==> src/rtl/spi_reg_bridge_pkg.sv <==
// spi_reg_bridge shared types and constants.
// State, width codes, header layout and width helpers.
package spi_reg_bridge_pkg;

  typedef enum logic [2:0] {
    S_IDLE,
    S_HDR,
    S_WDATA,
    S_TURN,
    S_RDATA,
    S_DONE
  } state_t;

  typedef enum logic [1:0] {
    W_BYTE = 2'b00,
    W_HALF = 2'b01,
    W_WORD = 2'b10,
    W_RSVD = 2'b11
  } width_t;

  localparam int RW_BIT    = 15;
  localparam int WIDTH_LSB = 8;
  localparam int ADDR_LSB  = 0;

  localparam logic [5:0] HDR_BITS  = 6'd16;
  localparam logic [5:0] TURN_BITS = 6'd8;

  // Number of data bits carried by a width code.
  function automatic logic [5:0] width_bits(
    input logic [1:0] w
  );
    logic [5:0] n;
    case (w)
      W_BYTE:  n = 6'd8;
      W_HALF:  n = 6'd16;
      W_WORD:  n = 6'd32;
      default: n = 6'd0;
    endcase
    return n;
  endfunction

  // Moves the active data bits to the top so MSB-first
  // shifting always starts from bit 31.
  function automatic logic [31:0] msb_align(
    input logic [1:0]  w,
    input logic [31:0] d
  );
    logic [31:0] r;
    case (w)
      W_BYTE:  r = {d[7:0], 24'b0};
      W_HALF:  r = {d[15:0], 16'b0};
      default: r = d;
    endcase
    return r;
  endfunction

endpackage

==> src/rtl/spi_reg_bridge_edge.sv <==
// spi_reg_bridge SPI clock edge detector.
// One register stage; rise/fall are single-clk pulses.
module spi_edge_det (
  input  logic clk,
  input  logic rst_n,
  input  logic i_spi_clk,
  output logic o_rise,
  output logic o_fall
);

  logic r_prev;

  // Remember the previous spi_clk level.
  always_ff @(posedge clk or negedge rst_n) begin
    if (!rst_n) r_prev <= 1'b0;
    else        r_prev <= i_spi_clk;
  end

  assign o_rise = i_spi_clk & ~r_prev;
  assign o_fall = ~i_spi_clk & r_prev;

endmodule

==> src/rtl/spi_reg_bridge.sv <==
// spi_reg_bridge top: SPI mode-0 slave to register bus.
// Header, write data, turnaround and read data FSM.
module spi_reg_bridge
  import spi_reg_bridge_pkg::*;
#(
  parameter int ADDR_W = 6,
  parameter int REG_W  = 32
) (
  input  logic              clk,
  input  logic              rst_n,
  input  logic              spi_cs_n,
  input  logic              spi_clk,
  input  logic              spi_mosi,
  output logic              spi_miso,
  output logic [ADDR_W-1:0] reg_addr,
  output logic [REG_W-1:0]  reg_data_o,
  input  logic [REG_W-1:0]  reg_data_i,
  input  logic              reg_data_i_dv,
  output logic              reg_addr_v,
  output logic              reg_data_o_dv,
  output logic              reg_rw,
  output logic [1:0]        txn_width
);

  state_t           r_state;
  logic [5:0]       r_cnt;
  logic [REG_W-2:0] r_rx;
  logic [REG_W-1:0] r_tx;
  logic [REG_W-1:0] r_rdata;
  logic             r_have;
  logic             r_loaded;
  logic             r_cs_hi;

  logic             w_rise;
  logic             w_fall;
  logic [15:0]      w_hdr;
  logic [1:0]       w_hdr_w;
  logic [5:0]       w_last;
  logic [REG_W-1:0] w_load;
  logic             w_unused;

  spi_edge_det u_edge (
    .clk       (clk),
    .rst_n     (rst_n),
    .i_spi_clk (spi_clk),
    .o_rise    (w_rise),
    .o_fall    (w_fall)
  );

  assign w_hdr    = {r_rx[14:0], spi_mosi};
  assign w_hdr_w  = w_hdr[WIDTH_LSB +: 2];
  assign w_last   = width_bits(txn_width) - 6'd1;
  assign w_load   = msb_align(txn_width,
                      r_have ? r_rdata : '0);
  assign w_unused = ^w_hdr;

  // Frame FSM with all bus outputs registered.
  always_ff @(posedge clk or negedge rst_n) begin
    if (!rst_n) begin
      r_state       <= S_IDLE;
      r_cnt         <= '0;
      r_rx          <= '0;
      r_tx          <= '0;
      r_rdata       <= '0;
      r_have        <= 1'b0;
      r_loaded      <= 1'b0;
      r_cs_hi       <= 1'b0;
      spi_miso      <= 1'b0;
      reg_addr      <= '0;
      reg_data_o    <= '0;
      reg_addr_v    <= 1'b0;
      reg_data_o_dv <= 1'b0;
      reg_rw        <= 1'b0;
      txn_width     <= 2'b00;
    end else begin
      reg_data_o_dv <= 1'b0;
      if (reg_addr_v && reg_data_i_dv) begin
        reg_addr_v <= 1'b0;
        r_rdata    <= reg_data_i;
        r_have     <= 1'b1;
      end
      if (spi_cs_n) begin
        r_state    <= S_IDLE;
        r_cs_hi    <= 1'b1;
        reg_addr_v <= 1'b0;
        spi_miso   <= 1'b0;
      end else begin
        unique case (r_state)
          S_IDLE: begin
            if (r_cs_hi) begin
              r_state <= S_HDR;
              r_cnt   <= '0;
              r_cs_hi <= 1'b0;
            end
          end
          S_HDR: begin
            if (w_rise) begin
              r_rx  <= {r_rx[REG_W-3:0], spi_mosi};
              r_cnt <= r_cnt + 6'd1;
              if (r_cnt == HDR_BITS - 6'd1) begin
                r_cnt     <= '0;
                r_rx      <= '0;
                reg_addr  <= w_hdr[ADDR_LSB +: ADDR_W];
                reg_rw    <= w_hdr[RW_BIT];
                txn_width <= w_hdr_w;
                if (w_hdr_w == W_RSVD) begin
                  r_state <= S_DONE;
                end else if (w_hdr[RW_BIT]) begin
                  r_state <= S_WDATA;
                end else begin
                  r_state    <= S_TURN;
                  reg_addr_v <= 1'b1;
                  r_have     <= 1'b0;
                  r_loaded   <= 1'b0;
                end
              end
            end
          end
          S_WDATA: begin
            if (w_rise) begin
              r_rx  <= {r_rx[REG_W-3:0], spi_mosi};
              r_cnt <= r_cnt + 6'd1;
              if (r_cnt == w_last) begin
                reg_data_o    <= {r_rx, spi_mosi};
                reg_data_o_dv <= 1'b1;
                r_state       <= S_DONE;
              end
            end
          end
          S_TURN: begin
            if (w_rise) begin
              r_cnt <= r_cnt + 6'd1;
              if (r_cnt == TURN_BITS - 6'd1) begin
                r_cnt   <= '0;
                r_state <= S_RDATA;
              end
            end
          end
          S_RDATA: begin
            // The fall closing the turnaround loads the MSB.
            if (w_fall) begin
              if (!r_loaded) begin
                r_loaded <= 1'b1;
                spi_miso <= w_load[REG_W-1];
                r_tx     <= {w_load[REG_W-2:0], 1'b0};
              end else begin
                spi_miso <= r_tx[REG_W-1];
                r_tx     <= {r_tx[REG_W-2:0], 1'b0};
              end
            end
            if (w_rise) begin
              r_cnt <= r_cnt + 6'd1;
              if (r_cnt == w_last) begin
                r_state  <= S_DONE;
                spi_miso <= 1'b0;
              end
            end
          end
          S_DONE: begin
          end
          default: begin
            r_state <= S_IDLE;
          end
        endcase
      end
    end
  end

endmodule
==> config.mk <==
export PLATFORM = sky130hd
export DESIGN_NAME = spi_reg_bridge
export DESIGN_NICKNAME = d
export VERILOG_FILES = /design/src/rtl/spi_reg_bridge_pkg.sv /design/src/rtl/spi_reg_bridge_edge.sv /design/src/rtl/spi_reg_bridge.sv
export SDC_FILE = /design/constraint.sdc
export NUM_CORES = 1
export LEC_CHECK = 0
export CORE_UTILIZATION = 45
export CTS_BUF_LIST = sky130_fd_sc_hd__clkbuf_8
export CTS_CLUSTER_DIAMETER = 30
export DETAILED_ROUTE_END_ITERATION = 8
export PLACE_DENSITY = 0.76
export SLEW_MARGIN = 40
export SYNTH_ARGS = -nofsm -noshare
export SYNTH_HDL_FRONTEND = slang
export SYNTH_SLANG_ARGS = --single-unit
==> constraint.sdc <==
create_clock -name clk -period 3.94 [get_ports clk]
set_clock_uncertainty 0.05 [all_clocks]
set_input_delay 0.591 -clock clk [delete_from_list [all_inputs] [get_ports clk]]
set_output_delay 0.591 -clock clk [all_outputs]
set_load 0.01 [all_outputs]
==> impl_metrics.py <==
metrics = {
    "run_status": {
        "status": "completed",
    },
    "routing": {
        "vias_per_cell": 5.50,
        "vias": 4289,
        "ant_nets": 0,
        "drc_errors": 0,
        "drtIter0Drc": 283,
        "drtPass1Iterations": 5,
        "routed_wl_mm": 13.0,
        "wl_per_cell_um": 16.7,
    },
    "timing": {
        "tns_ns": 0,
        "hold_viol": 0,
        "fmax_mhz": 348,
        "slew_headroom": 0.536,
        "whs_ns": 0.434,
        "finalCritPeriodShare": 0.729,
        "slew_viol_final": 0,
        "setup_viol": 0,
        "period_needed_ns": 2.87,
        "worst_pin_slew_ns": 0.695,
        "rsz0062_at_grt": "false",
    },
    "cells_and_area": {
        "fillCellCount": 1159,
        "fin_util": 0.559,
        "drive_above_1_share": 0.200,
        "synthToLayoutAreaGrowth_pct": 20.2,
        "seq_area_um2": 3780,
        "final_net_count": 628,
        "antenna_cells": 0,
        "multiInputGateArea_um2": 2570,
    },
    "synthesis": {
        "synthArstFlopShare": 1.00,
        "yosys.area.top_type": "dfrtp_1",
        "yosys.area.top_type_share": 0.578,
        "synthCells": 517,
        "ys_types": 50,
        "yosys-top-cells-area": "dfrtp_1, mux2_2, mux2_4, a22o_1, a22oi_1",
        "ys_seq_elements": 151,
        "synth_ff_type": "dfrtp_1",
        "yosys_warnings": 0,
        "synth_edf_count": 0,
        "avgSynthCellArea_um2": 12.6,
        "synth.cell_area_um2": 6530,
        "synthesis.nets": 556,
        "ys_seq_area_frac": 0.578,
    },
    "grt": {
        "grt_max_degree": 106,
        "antenna_found_initial": 0,
        "grt_pass1_wl_mm": 21.6,
        "grt_pass1_vias": 4214,
        "overflow": 0,
        "track_usage": 0.189,
    },
    "cts": {
        "cts_resized": 0,
        "cts.clk_slew.worst_paths_ns": 0.08,
        "clockBufferDepth": 2,
        "post-cts-setup-buffers": 0,
        "cts_tree": "yes",
        "cts_buffers": 17,
        "cts_sinks": 151,
        "htreeDepth": 4,
        "clk_latency_ns": 0.45,
        "cts-root-buf": "clkbuf_8",
    },
    "die": {
        "core_um2": 14000,
        "rows": 43,
        "pin_count": 82,
        "die_w_um": 122,
        "initial_core_util": 0.465,
        "die_area_um2": 15000,
        "die-height_um": 122,
    },
    "pwr": {
        "leakagePower_nw": 3.62,
        "vdd_drop_max_v": 0.000244,
        "powerDensity_nw_per_um2": 410,
        "p_total_mw": 3.22,
    },
    "job": {
        "maxCapViolations": 0,
    },
    "worst_setup_path": {
        "start_kind": "register",
        "cp_max_fo": 33,
        "worstSetupPathType": "register to register",
        "crit_path_end_kind": "register",
        "crit_arrival_ns": 3.16,
        "crit_required_ns": 4.23,
    },
    "placement": {
        "portBuffers": 81,
        "hpwl_mm": 8.59,
        "place_congestion": 0.836,
    },
    "hold_path": {
        "hold_class": "register to register",
    },
}
-- cell usage in the layout (no fill, tap or decap), types with 10 or more instances in the layout --
master           count
dfrtp_1            150
clkdlybuf4s50_1     80
a22oi_1             31
clkbuf_8            23
o21ai_0             42
mux2_4              29
mux2_2              45
nand2_1             49
mux2i_1             10
a22o_1              42
-- routing by layer --
layer / up-vias / part of all wire / track usage / wire length [µm]
met2: 125 / 0.49 / 0.298 / 6360
li1: 2041 / - / - / -
met3: 20 / 0.044 / 0.0553 / 566
met4: 0 / 0.014 / 0.0671 / 188
met1: 2103 / 0.45 / 0.247 / 5890
met5: - / 0 / 0 / 0
-- flip-flops by register name (all words and copies together) (netlist names) --
register       cells
r_cnt              6
r_cs_hi            1
r_have             1
r_loaded           1
r_rdata           32
r_rx              31
r_state            3
r_tx              31
reg_addr           6
reg_addr_v         1
reg_data_o        32
reg_data_o_dv      1
reg_rw             1
spi_miso           1
txn_width          2
u_edge.r_prev      1
-- where the power goes --
| group | internal [mW] | total, mW | switching, mW |
|---|---|---|---|
| Sequential | 1.60 | 1.74 | 0.140 |
| Clock | 0.517 | 1.04 | 0.526 |
| Combinational | 0.203 | 0.435 | 0.231 |
-- Yosys cell counts, drive strengths merged (2+ instances only) --
master and count:
mux2i 10, a22o 42, clkbuf 27, nor3b 2
nand3 6, or4 2, nand2b 9, a22oi 31
xnor2 4, nor2b 4, dfrtp 151, mux2 74
nand2 49, a211oi 2, nor3 2, o31ai 2
buf 10, nand4 3, or2 3, and3 2
a21oi 5, nor2 8, o21ai 42, inv 5
-- metrics by stage --
stage               worst slack, ns  std cells  instance area (µm²)
global route                  0.933        780                 7860
floorplan                      1.38        517                 6530
CTS                            1.05        778                 7820
detailed placement            0.697        748                 7470
finish                         1.07        780                 7860
global placement              0.803        748                 7460
-- final timing paths --
| check | from | endpoint | slack (ns) | cells past startpoint |
|---|---|---|---|---|
| max in group asynchronous | rst_n | r_loaded | 2.36 | 4 |
| min in group asynchronous | rst_n | reg_data_o[31] | 0.54 | 2 |
| min | r_tx[12] | r_tx[12] | 0.43 | 2 |
| min reg2reg | r_tx[12] | r_tx[12] | 0.43 | 2 |
| max reg2reg | txn_width[0] | reg_data_o[4] | 1.07 | 5 |
| max | txn_width[0] | reg_data_o[4] | 1.07 | 5 |
-- final cells by class --
cell class | instances | area share
clock buffer | 23 | 0.0403
sequential | 151 | 0.481
timing repair buffer | 90 | 0.117
multi-input combinational | 324 | 0.327
inverter | 5 | 0.00239
clock inverter | 7 | 0.00382
tap | 180 | 0.0287
-- cell families after synthesis --
group           synth area share
simple gates              0.0705
xor+xnor                 0.00536
mux                        0.160
compound gates             0.154
fa+ha+maj                0.00192
flops                      0.578
buf+inv                   0.0299
-- timing repair --
action	in CTS	in global routing
endpoints found under the hold margin	0	31
endpoints found under the setup margin	0	0
hold buffers	0	1
-- worst max-delay path, cell delays in order (launching register included) --
cell and delay [ns]:
dfrtp_1 0.64, or4_1 0.51, o311a_1 0.13, or2_1 0.25, or4_4 0.78, mux2_4 0.39
No activity file was read; power rests on OpenSTA's default activity.
